`src/rtl/matmul_apb_pkg.sv`:
```
// Shared types for the matmul APB requester: FSM state encoding and the latched command.
package matmul_apb_pkg;

    localparam int APB_BUS_WIDTH  = 32;
    localparam int APB_ADDR_WIDTH = 16;
    localparam int STRB_WIDTH     = APB_BUS_WIDTH / 8;

    typedef enum logic [1:0] {
        IDLE,
        SETUP,
        ACCESS,
        RESP
    } state_t;

    typedef struct packed {
        logic                      write;
        logic [APB_ADDR_WIDTH-1:0] addr;
        logic [APB_BUS_WIDTH-1:0]  wdata;
        logic [STRB_WIDTH-1:0]     strb;
    } apb_cmd_t;

endpackage

```
`src/rtl/matmul_apb_watchdog.sv`:
```
// ACCESS-phase watchdog for the matmul APB requester; only instantiated when
// MATMUL_APB_TIMEOUT_EN is defined.
module matmul_apb_watchdog #(
    parameter int TIMEOUT_CYCLES = 64
) (
    input  logic clk_i,
    input  logic rst_ni,
    input  logic clear_i,
    input  logic count_i,
    output logic expired_o
);

    localparam int CW = $clog2(TIMEOUT_CYCLES + 1);

    logic [CW-1:0] count_q, count_d;

    // Fires in the cycle that would be the TIMEOUT_CYCLES-th stalled ACCESS cycle.
    assign expired_o = count_i && (count_q == CW'(TIMEOUT_CYCLES - 1));

    always_comb begin
        // NOTE: every always_comb output gets a default first so no latch is inferred.
        count_d = count_q;
        if (clear_i) begin
            count_d = '0;
        end else if (count_i && !expired_o) begin
            count_d = count_q + 1'b1;
        end
    end

    // NOTE: sequential state uses non-blocking assignments only.
    always_ff @(posedge clk_i or negedge rst_ni) begin
        if (!rst_ni) begin
            count_q <= '0;
        end else begin
            count_q <= count_d;
        end
    end

endmodule

```
`src/rtl/matmul_apb_requester.sv`:
```
// APB initiator for the matmul completer: one valid/ready command in, one response out.
// Optional ACCESS watchdog enabled by defining MATMUL_APB_TIMEOUT_EN.
module matmul_apb_requester
    import matmul_apb_pkg::*;
#(
    parameter int DATA_WIDTH     = 16,
    parameter int BUS_WIDTH      = APB_BUS_WIDTH,
    parameter int ADDR_WIDTH     = APB_ADDR_WIDTH,
    parameter int MAX_DIM        = BUS_WIDTH / DATA_WIDTH,
    parameter int CNT_WIDTH      = 16,
    parameter int TIMEOUT_CYCLES = 64
) (
    input  logic                   clk_i,
    input  logic                   rst_ni,
    input  logic                   cmd_valid_i,
    output logic                   cmd_ready_o,
    input  logic                   cmd_write_i,
    input  logic [ADDR_WIDTH-1:0]  cmd_addr_i,
    input  logic [BUS_WIDTH-1:0]   cmd_wdata_i,
    input  logic [BUS_WIDTH/8-1:0] cmd_strb_i,
    output logic                   rsp_valid_o,
    input  logic                   rsp_ready_i,
    output logic                   rsp_write_o,
    output logic [BUS_WIDTH-1:0]   rsp_rdata_o,
    output logic                   rsp_err_o,
    output logic                   psel_o,
    output logic                   penable_o,
    output logic                   pwrite_o,
    output logic [ADDR_WIDTH-1:0]  paddr_o,
    output logic [BUS_WIDTH-1:0]   pwdata_o,
    output logic [BUS_WIDTH/8-1:0] pstrb_o,
    input  logic                   pready_i,
    input  logic [BUS_WIDTH-1:0]   prdata_i,
    output logic [CNT_WIDTH-1:0]   rd_count_o,
    output logic [CNT_WIDTH-1:0]   wr_count_o
);

    if (MAX_DIM * DATA_WIDTH > BUS_WIDTH || TIMEOUT_CYCLES < 1) begin : g_bad_cfg
        $error("matmul_apb_requester: inconsistent parameter set");
    end

    state_t               state_q, state_d;
    apb_cmd_t             cmd_q, cmd_d;
    logic                 psel_q, psel_d;
    logic                 penable_q, penable_d;
    logic                 rsp_valid_q, rsp_valid_d;
    logic                 rsp_write_q, rsp_write_d;
    logic [BUS_WIDTH-1:0] rsp_rdata_q, rsp_rdata_d;
    logic                 rsp_err_q, rsp_err_d;
    logic [CNT_WIDTH-1:0] rd_count_q, rd_count_d;
    logic [CNT_WIDTH-1:0] wr_count_q, wr_count_d;
    logic                 cmd_accept;
    logic                 timeout_hit;

`ifdef MATMUL_APB_TIMEOUT_EN
    logic wd_expired;

    matmul_apb_watchdog #(
        .TIMEOUT_CYCLES(TIMEOUT_CYCLES)
    ) u_watchdog (
        .clk_i    (clk_i),
        .rst_ni   (rst_ni),
        .clear_i  (state_q == SETUP),
        .count_i  ((state_q == ACCESS) && !pready_i),
        .expired_o(wd_expired)
    );

    assign timeout_hit = wd_expired;
`else
    assign timeout_hit = 1'b0;
`endif

    // Draining a response frees the requester in the same cycle, allowing back-to-back accepts.
    assign cmd_ready_o = (state_q == IDLE) || ((state_q == RESP) && rsp_ready_i);
    assign cmd_accept  = cmd_valid_i && cmd_ready_o;

    always_comb begin
        state_d     = state_q;
        cmd_d       = cmd_q;
        psel_d      = psel_q;
        penable_d   = penable_q;
        rsp_valid_d = rsp_valid_q;
        rsp_write_d = rsp_write_q;
        rsp_rdata_d = rsp_rdata_q;
        rsp_err_d   = rsp_err_q;
        rd_count_d  = rd_count_q;
        wr_count_d  = wr_count_q;

        // Reads never present write data or strobes on the bus.
        if (cmd_accept) begin
            cmd_d.write = cmd_write_i;
            cmd_d.addr  = cmd_addr_i;
            cmd_d.wdata = cmd_write_i ? cmd_wdata_i : '0;
            cmd_d.strb  = cmd_write_i ? cmd_strb_i : '0;
        end

        unique case (state_q)
            IDLE: begin
                if (cmd_accept) begin
                    state_d = SETUP;
                    psel_d  = 1'b1;
                end
            end
            SETUP: begin
                state_d   = ACCESS;
                penable_d = 1'b1;
            end
            ACCESS: begin
                if (pready_i) begin
                    state_d     = RESP;
                    psel_d      = 1'b0;
                    penable_d   = 1'b0;
                    rsp_valid_d = 1'b1;
                    rsp_write_d = cmd_q.write;
                    rsp_rdata_d = cmd_q.write ? '0 : prdata_i;
                    rsp_err_d   = 1'b0;
                    if (cmd_q.write) begin
                        wr_count_d = wr_count_q + 1'b1;
                    end else begin
                        rd_count_d = rd_count_q + 1'b1;
                    end
                end else if (timeout_hit) begin
                    state_d     = RESP;
                    psel_d      = 1'b0;
                    penable_d   = 1'b0;
                    rsp_valid_d = 1'b1;
                    rsp_write_d = cmd_q.write;
                    rsp_rdata_d = '0;
                    rsp_err_d   = 1'b1;
                end
            end
            RESP: begin
                if (rsp_ready_i) begin
                    rsp_valid_d = 1'b0;
                    if (cmd_accept) begin
                        state_d = SETUP;
                        psel_d  = 1'b1;
                    end else begin
                        state_d = IDLE;
                    end
                end
            end
            default: begin
                state_d = IDLE;
            end
        endcase
    end

    always_ff @(posedge clk_i or negedge rst_ni) begin
        if (!rst_ni) begin
            state_q     <= IDLE;
            cmd_q       <= '0;
            psel_q      <= 1'b0;
            penable_q   <= 1'b0;
            rsp_valid_q <= 1'b0;
            rsp_write_q <= 1'b0;
            rsp_rdata_q <= '0;
            rsp_err_q   <= 1'b0;
            rd_count_q  <= '0;
            wr_count_q  <= '0;
        end else begin
            state_q     <= state_d;
            cmd_q       <= cmd_d;
            psel_q      <= psel_d;
            penable_q   <= penable_d;
            rsp_valid_q <= rsp_valid_d;
            rsp_write_q <= rsp_write_d;
            rsp_rdata_q <= rsp_rdata_d;
            rsp_err_q   <= rsp_err_d;
            rd_count_q  <= rd_count_d;
            wr_count_q  <= wr_count_d;
        end
    end

    assign psel_o      = psel_q;
    assign penable_o   = penable_q;
    assign pwrite_o    = cmd_q.write;
    assign paddr_o     = cmd_q.addr;
    assign pwdata_o    = cmd_q.wdata;
    assign pstrb_o     = cmd_q.strb;
    assign rsp_valid_o = rsp_valid_q;
    assign rsp_write_o = rsp_write_q;
    assign rsp_rdata_o = rsp_rdata_q;
    assign rsp_err_o   = rsp_err_q;
    assign rd_count_o  = rd_count_q;
    assign wr_count_o  = wr_count_q;

endmodule

```
`config.mk`:
```
export PLATFORM = sky130hd
export DESIGN_NAME = matmul_apb_requester
export DESIGN_NICKNAME = d
export VERILOG_FILES = /design/src/rtl/matmul_apb_pkg.sv /design/src/rtl/matmul_apb_watchdog.sv /design/src/rtl/matmul_apb_requester.sv
export SDC_FILE = /design/constraint.sdc
export NUM_CORES = 1
export LEC_CHECK = 0
export CORE_MARGIN = 8
export CORE_UTILIZATION = 39
export CTS_BUF_LIST = sky130_fd_sc_hd__clkbuf_16
export DETAILED_ROUTE_END_ITERATION = 7
export GPL_TIMING_DRIVEN = 0
export HOLD_SLACK_MARGIN = 0.1
export PLACE_DENSITY = 0.77
export SETUP_SLACK_MARGIN = 0.4
export SYNTH_ARGS = -nofsm -noshare
export SYNTH_HDL_FRONTEND = slang
export SYNTH_HIERARCHICAL = 1
export SYNTH_SLANG_ARGS = --single-unit
```
`constraint.sdc`:
```
create_clock -name clk_i -period 1.8 [get_ports clk_i]
set_clock_uncertainty 0.1 [all_clocks]
set_input_delay 0.27 -clock clk_i [delete_from_list [all_inputs] [get_ports clk_i]]
set_output_delay 0.27 -clock clk_i [all_outputs]
set_load 0.05 [all_outputs]
```
Word-level counts from Yosys, hierarchy flattened
Index checks and enable logic that the tools add are counted.

storage, ports and cells
  flip-flop bits (word level) = 123
  input bits = 90
  output and inout port bits = 123
  word-level logic and storage cells = 51

cells by class
  add/subtract/negate cells = 2
  eq/ne operators = 6
  multiplexer cells = 16
  bitwise operators = 1
  reduce and logical (&&, ||, !) cells = 14

operator list
  kind                                                              number
  32-bit 2-to-1 mux                                                 2
  16-bit by 1-bit adder with 16-bit output (second input constant)  2
  3-bit AND reduction                                               5
  2-bit case mux with 4 select lines                                1
  1-bit 2-to-1 mux                                                  6
  2-bit 2-to-1 mux                                                  3
  2-bit inequality test (second input constant)                     3
  2-bit == test (second input constant)                             2
  4-bit 2-to-1 mux                                                  1
  1-bit case mux with 2 select lines                                2
  2-bit AND reduction                                               2
  2-bit nonzero test                                                2
  1-bit case mux with 3 select lines                                1
  3-bit nonzero test                                                1
  2-bit by 1-bit == test with 1-bit output (second input constant)  1
  1-bit logical AND                                                 2
  2-bit logical NOT                                                 1
  1-bit logical OR                                                  1
  1-bit NOT                                                         1

Depth between registers and ports, before layout
Gate-level depths: netlist of run 1.

  depth in word-level cells = 7
  mapped depth = 8
  gate-level depth less buffers = 6

Worst setup path before layout of run 1
OpenSTA, ideal clock, no wires.

  path kind = reg2reg
  start = register state_q[0]
  end = register cmd_q, in the netlist paddr_o[10]
  library setup time = 0.066 ns
  data arrival time = 1.794 ns
  data required time = 1.634 ns
  setup slack = -0.161 ns
  stages on the path, launching flop included = 9
  path buffers = 2
  period minus slack after synthesis = 1.961 ns
  cell sequence = dfrtp_1 > inv_1 > ha_1 > a21o_1 > and2_1 > buf_2 > buf_1 > nand2_1 > nand2_1

between the ends
  cells in the longest elaborated chain, start to end = 4
  elaborated cells between the ends (all ways) = 5
  classes of those cells = eq/ne: 1; reduce/logical: 4

ends and longest elaborated chain
  element                   line                         RTL
  start: declaration        matmul_apb_requester.sv:42   state_t state_q, state_d;
  start signal: assignment  matmul_apb_requester.sv:162  state_q <= state_d;
  2-bit == test             matmul_apb_requester.sv:74   assign cmd_ready_o = (state_q == IDLE) || ((state_q == RESP) && rsp_ready_i);
  1-bit logical AND         matmul_apb_requester.sv:74
  1-bit logical OR *        matmul_apb_requester.sv:74
  via cmd_ready_o           matmul_apb_requester.sv:16   output logic cmd_ready_o,
  1-bit logical AND *       matmul_apb_requester.sv:75   assign cmd_accept = cmd_valid_i && cmd_ready_o;
  end signal: assignment    matmul_apb_requester.sv:163  cmd_q <= cmd_d;
  end: declaration          matmul_apb_requester.sv:43   apb_cmd_t cmd_q, cmd_d;

Mark *: on every way through the listed nets, which the timed path passes. The rest lies on a longest branch.
A chain may end at the register's enable or synchronous reset.

Worst setup path after layout of run 1
  start = register state_q[0]
  end = output port cmd_ready_o

between the ends
  cells in the longest elaborated chain, start to end = 3
  elaborated cells between the ends (all ways) = 4
  classes of those cells = eq/ne: 1; reduce/logical: 3

ends and longest elaborated chain
  element             line
  2-bit == test       matmul_apb_requester.sv:74
  1-bit logical AND   matmul_apb_requester.sv:74
  1-bit logical OR *  matmul_apb_requester.sv:74
  end: declaration    matmul_apb_requester.sv:16

Mark *: on every way between the ends. The rest lies on a longest branch, timed or not.

==> results of run 1 <==
layout make-up:
class	instances	share of cell area
buffer	27	0.0362
clock buffer	17	0.0435
clock inverter	15	0.0123
inverter	8	0.00333
multi-input combinational	369	0.277
sequential	123	0.318
tap	176	0.0225
timing repair buffer	273	0.288
stage by stage:
stage	hold slack, ps	TNS (ps)	cell area (µm²)	power [µW]	setup WS [ps]
after global routing	271	-1550	9780	18900	-78.8
after detailed placement	96.8	-7240	7920	13000	-346
final	239	-56.2	9780	18000	-27.4
after global placement	354	-560750	7890	12800	-4910
after CTS	229	-43.4	9280	17400	-31.7
after floorplan	-126	0	5570	9930	79.7
sequential cells by signal, indices dropped and copies added, names as in the netlist:
signal       cells
paddr_o         16
wr_count_o      16
pwrite_o         1
pwdata_o        32
psel_o           1
rsp_write_o      1
rsp_valid_o      1
pstrb_o          4
penable_o        1
state_q          2
rsp_rdata_o     32
rd_count_o      16
critical path, cell delays in order (launching register included):
cell and delay, ps:
dfrtp_1 430, inv_2 110, ha_4 170, a21o_4 190, buf_8 150
logic make-up after synthesis:
group | Yosys count | share of synthesized area
flip-flops | 123 | 0.597
AND/OR/NAND/NOR | 286 | 0.258
other | 1 | 0.000727
AO/OA/AOI/OAI | 43 | 0.0449
multiplexers | 2 | 0.00437
buffers and inverters | 35 | 0.0277
adder cells (fa/ha/maj) | 7 | 0.0170
XOR/XNOR | 30 | 0.0509
where the power goes:
| group | leakage (µW) | internal, µW | switching [µW] |
|---|---|---|---|
| combinational | 0.00290 | 3910 | 6290 |
| sequential | 0.00156 | 3810 | 841 |
| clock | 0.000281 | 1980 | 1170 |
layer usage:
metal / track usage / share of wire
met5: 0 / 0
met4: 0.0729 / 0.015
met3: 0.103 / 0.12
met2: 0.351 / 0.49
met1: 0.231 / 0.37
worst max-delay path by stage:
stage / cells after the start / to / slack, ps / start
after floorplan: 5 / wr_count_o[10] / 80 / state_q[0]
final: 4 / cmd_ready_o / -30 / state_q[0]
after CTS: 4 / cmd_ready_o / -30 / state_q[0]
after detailed placement: 3 / cmd_ready_o / -350 / rsp_ready_i
after global routing: 6 / rd_count_o[12] / -80 / state_q[0]
after global placement: 1 / rd_count_o[6] / -4910 / rst_ni
placed cells by master, fill, tap and decap left out, types with 3 or more instances in the layout:
cell | Yosys | routed
clkinv_2 | 0 | 3
nand3_4 | 0 | 6
clkbuf_8 | 0 | 3
buf_8 | 0 | 19
buf_6 | 0 | 66
nor2_1 | 13 | 4
o21ai_0 | 37 | 3
inv_2 | 0 | 3
o21ai_1 | 0 | 29
dfrtp_1 | 123 | 100
nand3_2 | 0 | 34
ha_1 | 7 | 3
xor2_1 | 8 | 8
nor2_4 | 0 | 9
nor4_4 | 1 | 3
nand2b_1 | 32 | 32
clkdlybuf4s50_1 | 0 | 86
clkinv_1 | 0 | 3
dfrtp_2 | 0 | 23
buf_16 | 0 | 7
nand2_4 | 0 | 18
ha_4 | 0 | 4
xnor2_2 | 0 | 6
nand4_1 | 6 | 6
buf_12 | 0 | 6
nand2_1 | 176 | 109
o21ai_2 | 0 | 5
clkbuf_1 | 18 | 6
buf_4 | 1 | 94
xnor2_1 | 22 | 16
nand2_2 | 0 | 48
clkbuf_16 | 0 | 23
inv_1 | 8 | 9
nand3_1 | 44 | 4
repair_timing:
action                                 4_1_cts  5_1_grt
setup buffers                               35       16
setup endpoints to repair                  243      174
gates cloned                                10        0
hold buffers                                 1        0
gates resized for setup                    932      100
pin swaps                                   60       25
endpoints found under the hold margin       62        0
==> impl_metrics.py, run 1 <==
metrics = {
    "outcome": {
        "status": "finished, violations left",
        "violations": "negative setup slack",
    },
    "worst_setup_path": {
        "r2r-start": "state_q[0]",
        "reg2reg_depth": 5,
        "worstPathRequired_ps": 1430,
        "crit_path_end_kind": "output port",
        "critPathKind": "flop to output port",
        "r2r-end": "wr_count_o[10]",
        "r2r_setup_slack_ps": -20,
        "worstPathArrival_ps": 1460,
        "start_kind": "flop",
        "critPathMaxFanout": 4,
    },
    "sta": {
        "finalSetupViolCount": 4,
        "min_period_over_period": 1.02,
        "tightestPinTransition_ps": 794,
        "layout_setup_ws_ps": -27.4,
        "slew_headroom": 0.471,
        "maxClockFrequency_mhz": 547,
        "drv_slew": 0,
        "finalHoldViolCount": 0,
        "grt_setup_unrepaired": "true",
        "period_needed_ps": 1830,
    },
    "worst_hold_path": {
        "hold_path_class": "primary input to asynchronous set/reset pin",
    },
    "global_route": {
        "grt_max_degree": 88,
        "grt_pass1_vias": 5263,
        "antenna_found_initial": 0,
        "overflow": 0,
        "grt.total_usage": 0.211,
        "grt_pass1_wl_um": 27800,
    },
    "placement": {
        "place.gp.congestion": 0.836,
        "dp_cells": 914,
        "dp_hpwl_um": 12000,
        "portBuffers": 210,
    },
    "routing": {
        "vias": 4864,
        "drc": 0,
        "ant_nets": 0,
        "drtIter0Drc": 178,
        "via_per_inst": 4.83,
        "wirelength_um": 18200,
        "drt_first_pass_iters": 4,
        "wl_per_cell_um": 18.1,
    },
    "pwr": {
        "powerDensity_nw_per_um2": 1840,
        "leakage_uw": 0.00474,
        "peakVddDrop_mv": 1.19,
    },
    "logic_synthesis": {
        "synth_top_area_cell": "dfrtp_1",
        "syn-num-nets": 624,
        "synth_area_um2": 5160,
        "ys_types": 36,
        "ys.warnings.count": 6,
        "synth_edf_count": 0,
        "seq_area_frac_synth": 0.597,
        "synth_common_cells": "176 x nand2_1, 123 x dfrtp_1, 44 x nand3_1",
        "syn_inst": 527,
        "synth_seq_cells": 123,
        "synthTopCellsByArea": "dfrtp_1 60%, nand2_1 13%, nand3_1 4.3%",
        "synth.most_common_cell": "nand2_1",
        "synthArstFlopShare": 1.00,
        "synth_ff_type": "dfrtp_1",
        "syn_area_per_cell_um2": 9.79,
        "synth_top_area_frac": 0.597,
    },
    "cts": {
        "cts_root_buf": "clkbuf_16",
        "cts.path.max_buffers": 2,
        "cts_made_buffers": 17,
        "cts_tree": "yes",
        "htreeDepth": 4,
        "clk_pin_slew_worst_paths_ps": 50,
        "clk_latency_ps": 410,
        "clock-sinks": 123,
    },
    "die": {
        "rows": 42,
        "initial_utilization": 0.394,
        "dieHeight_um": 131,
        "die_w_um": 131,
        "core_area_um2": 13100,
        "ios": 213,
        "dieArea_um2": 17200,
    },
    "final_layout": {
        "seq_area_um2": 3110,
        "fillCellCount": 849,
        "diodes": 0,
        "multi_input_area_um2": 2710,
        "fin_cells": 1008,
        "syn2layout_area_growth_pct": 89.6,
        "post-route-util": 0.747,
        "drive_gt1_frac": 0.483,
        "final_nets": 916,
    },
    "job": {
        "cap_violations": 0,
    },
}
Note: power is estimated with default switching activity, not from simulation.
==> run 2, diff against run 1 <==
CORE_ASPECT_RATIO = 0.6   (was unset)
==> impl_metrics.py, run 2 (synthesized netlist as in run 1, its figures left out) <==
metrics = {
    "routing": {
        "via_per_inst": 4.89,
        "drt_first_pass_iters": 5,
        "wirelength_um": 17700,
        "vias": 4839,
        "wl_per_cell_um": 17.9,
        "drc": 0,
        "ant_nets": 0,
        "drtIter0Drc": 239,
    },
    "global_route": {
        "gr-usage-met3": 0.0603,
        "grt.met1_usage": 0.263,
        "grt_most_used_layer": "met2",
        "antenna_found_initial": 0,
        "use_met2": 0.318,
        "grt_pass1_wl_um": 27500,
        "grt_pass1_vias": 5075,
        "overflow": 0,
        "grt_max_degree": 86,
        "grt.total_usage": 0.199,
    },
    "placement": {
        "portBuffers": 210,
        "dp_hpwl_um": 12200,
        "place.gp.congestion": 0.781,
    },
    "pwr": {
        "p_int_uw": 9260,
        "p_comb_frac": 0.543,
        "powerDensity_nw_per_um2": 1860,
        "p_sw_uw": 7970,
        "peakVddDrop_mv": 1.20,
        "pwr-share-clk": 0.195,
        "power_frac_seq": 0.262,
        "power_switching_share": 0.462,
        "leakage_uw": 0.00450,
    },
    "worst_setup_path": {
        "r2r-start": "state_q[0]",
        "worstSetupStartpoint": "state_q[0]",
        "r2r-end": "psel_o",
        "r2r_setup_slack_ps": -50,
        "cp-endpoint": "cmd_ready_o",
        "worstPathArrival_ps": 1510,
        "critPathKind": "flop to output port",
        "worstPathRequired_ps": 1430,
        "crit_path_end_kind": "output port",
        "reg2reg_depth": 8,
        "critPathMaxFanout": 4,
        "start_kind": "flop",
    },
    "cts": {
        "cts_root_buf": "clkbuf_16",
        "clk_latency_ps": 400,
        "htreeDepth": 4,
        "clock-sinks": 123,
        "clk_pin_slew_worst_paths_ps": 50,
        "cts.path.max_buffers": 2,
        "cts_tree": "yes",
        "cts_made_buffers": 17,
    },
    "sta": {
        "min_period_over_period": 1.04,
        "finalHoldViolCount": 0,
        "period_needed_ps": 1880,
        "finalSetupViolCount": 6,
        "hold_slack_ps": 254,
        "layout_setup_ws_ps": -77.4,
        "drv_slew": 0,
        "slew_headroom": 0.513,
        "tns_ps": -149,
        "tightestPinTransition_ps": 731,
        "grt_setup_unrepaired": "true",
        "maxClockFrequency_mhz": 533,
    },
    "final_layout": {
        "fillCellCount": 945,
        "diodes": 0,
        "syn2layout_area_growth_pct": 79.2,
        "drive_gt1_frac": 0.437,
        "final_nets": 903,
        "final_common_cell": "nand2_1",
        "layout_common_cells": "146 x nand2_1, 98 x dfrtp_1, 94 x buf_4",
    },
    "die": {
        "rows": 32,
        "core_area_um2": 12900,
        "die_w_um": 164,
        "dieArea_um2": 17300,
        "ios": 213,
        "initial_utilization": 0.400,
        "dieHeight_um": 105,
    },
    "worst_hold_path": {
        "hold_path_class": "primary input to asynchronous set/reset pin",
    },
    "outcome": {
        "status": "finished, violations left",
        "violations": "negative setup slack",
    },
    "job": {
        "cap_violations": 0,
    },
}
## run 2: how the worst min path moves through the flow
stage               startpoint         endpoint  cells past startpoint
floorplan               rst_ni       paddr_o[0]                      0
global placement    pstrb_o[0]       pstrb_o[0]                      2
detailed placement      rst_ni  rsp_rdata_o[25]                      1
CTS                     rst_ni  rsp_rdata_o[22]                      2
global route            rst_ni  rsp_rdata_o[29]                      2
finish                  rst_ni  rsp_rdata_o[25]                      2
## run 2: layout make-up
type,count,area [µm²],area share
timing repair buffer,260,2540,0.275
clock buffer,17,425,0.0460
inverter,8,32.5,0.00352
tap,170,213,0.0230
sequential,123,3110,0.336
multi-input combinational,369,2480,0.268
clock inverter,15,159,0.0172
buffer,27,290,0.0314
## run 2: timing repair
action,in CTS,in global routing
gates resized for setup,793,116
gates cloned,6,0
hold endpoints to repair,40,0
endpoints found under the setup margin,243,195
pin swaps,31,19
buffers inserted,17,25
hold buffers,1,0
## run 2: critical path, stage by stage, from the launching register on
cell,delay (ps)
dfrtp_1,400
buf_4,160
ha_4,170
a21o_4,240
buf_8,150
## run 2: metal layers
metal,up-vias,part of all wire
met5,-,0
met4,0,0.012
met3,15,0.068
met2,152,0.49
met1,2397,0.43
li1,2275,-
## run 2: per-stage QoR
stage	instance area, µm²	setup slack, ps	power [µW]	std cells	util
2_1_floorplan	5570	79.7	9930	527	-
3_3_place_gp	7880	-4830	12800	907	0.611
3_5_place_dp	7910	-341	13000	908	0.614
4_1_cts	8750	-12.8	16700	964	0.679
5_1_grt	9240	-145	18100	989	0.717
6_report	9240	-77.4	17200	989	0.717
## run 2: power groups by stage
stage	Clock, µW	Combinational, µW	Sequential [µW]
floorplan	0	2050	7880
global placement	0	8390	4430
detailed placement	0	8530	4490
CTS	3410	8790	4480
global route	3560	9900	4650
finish	3360	9350	4520
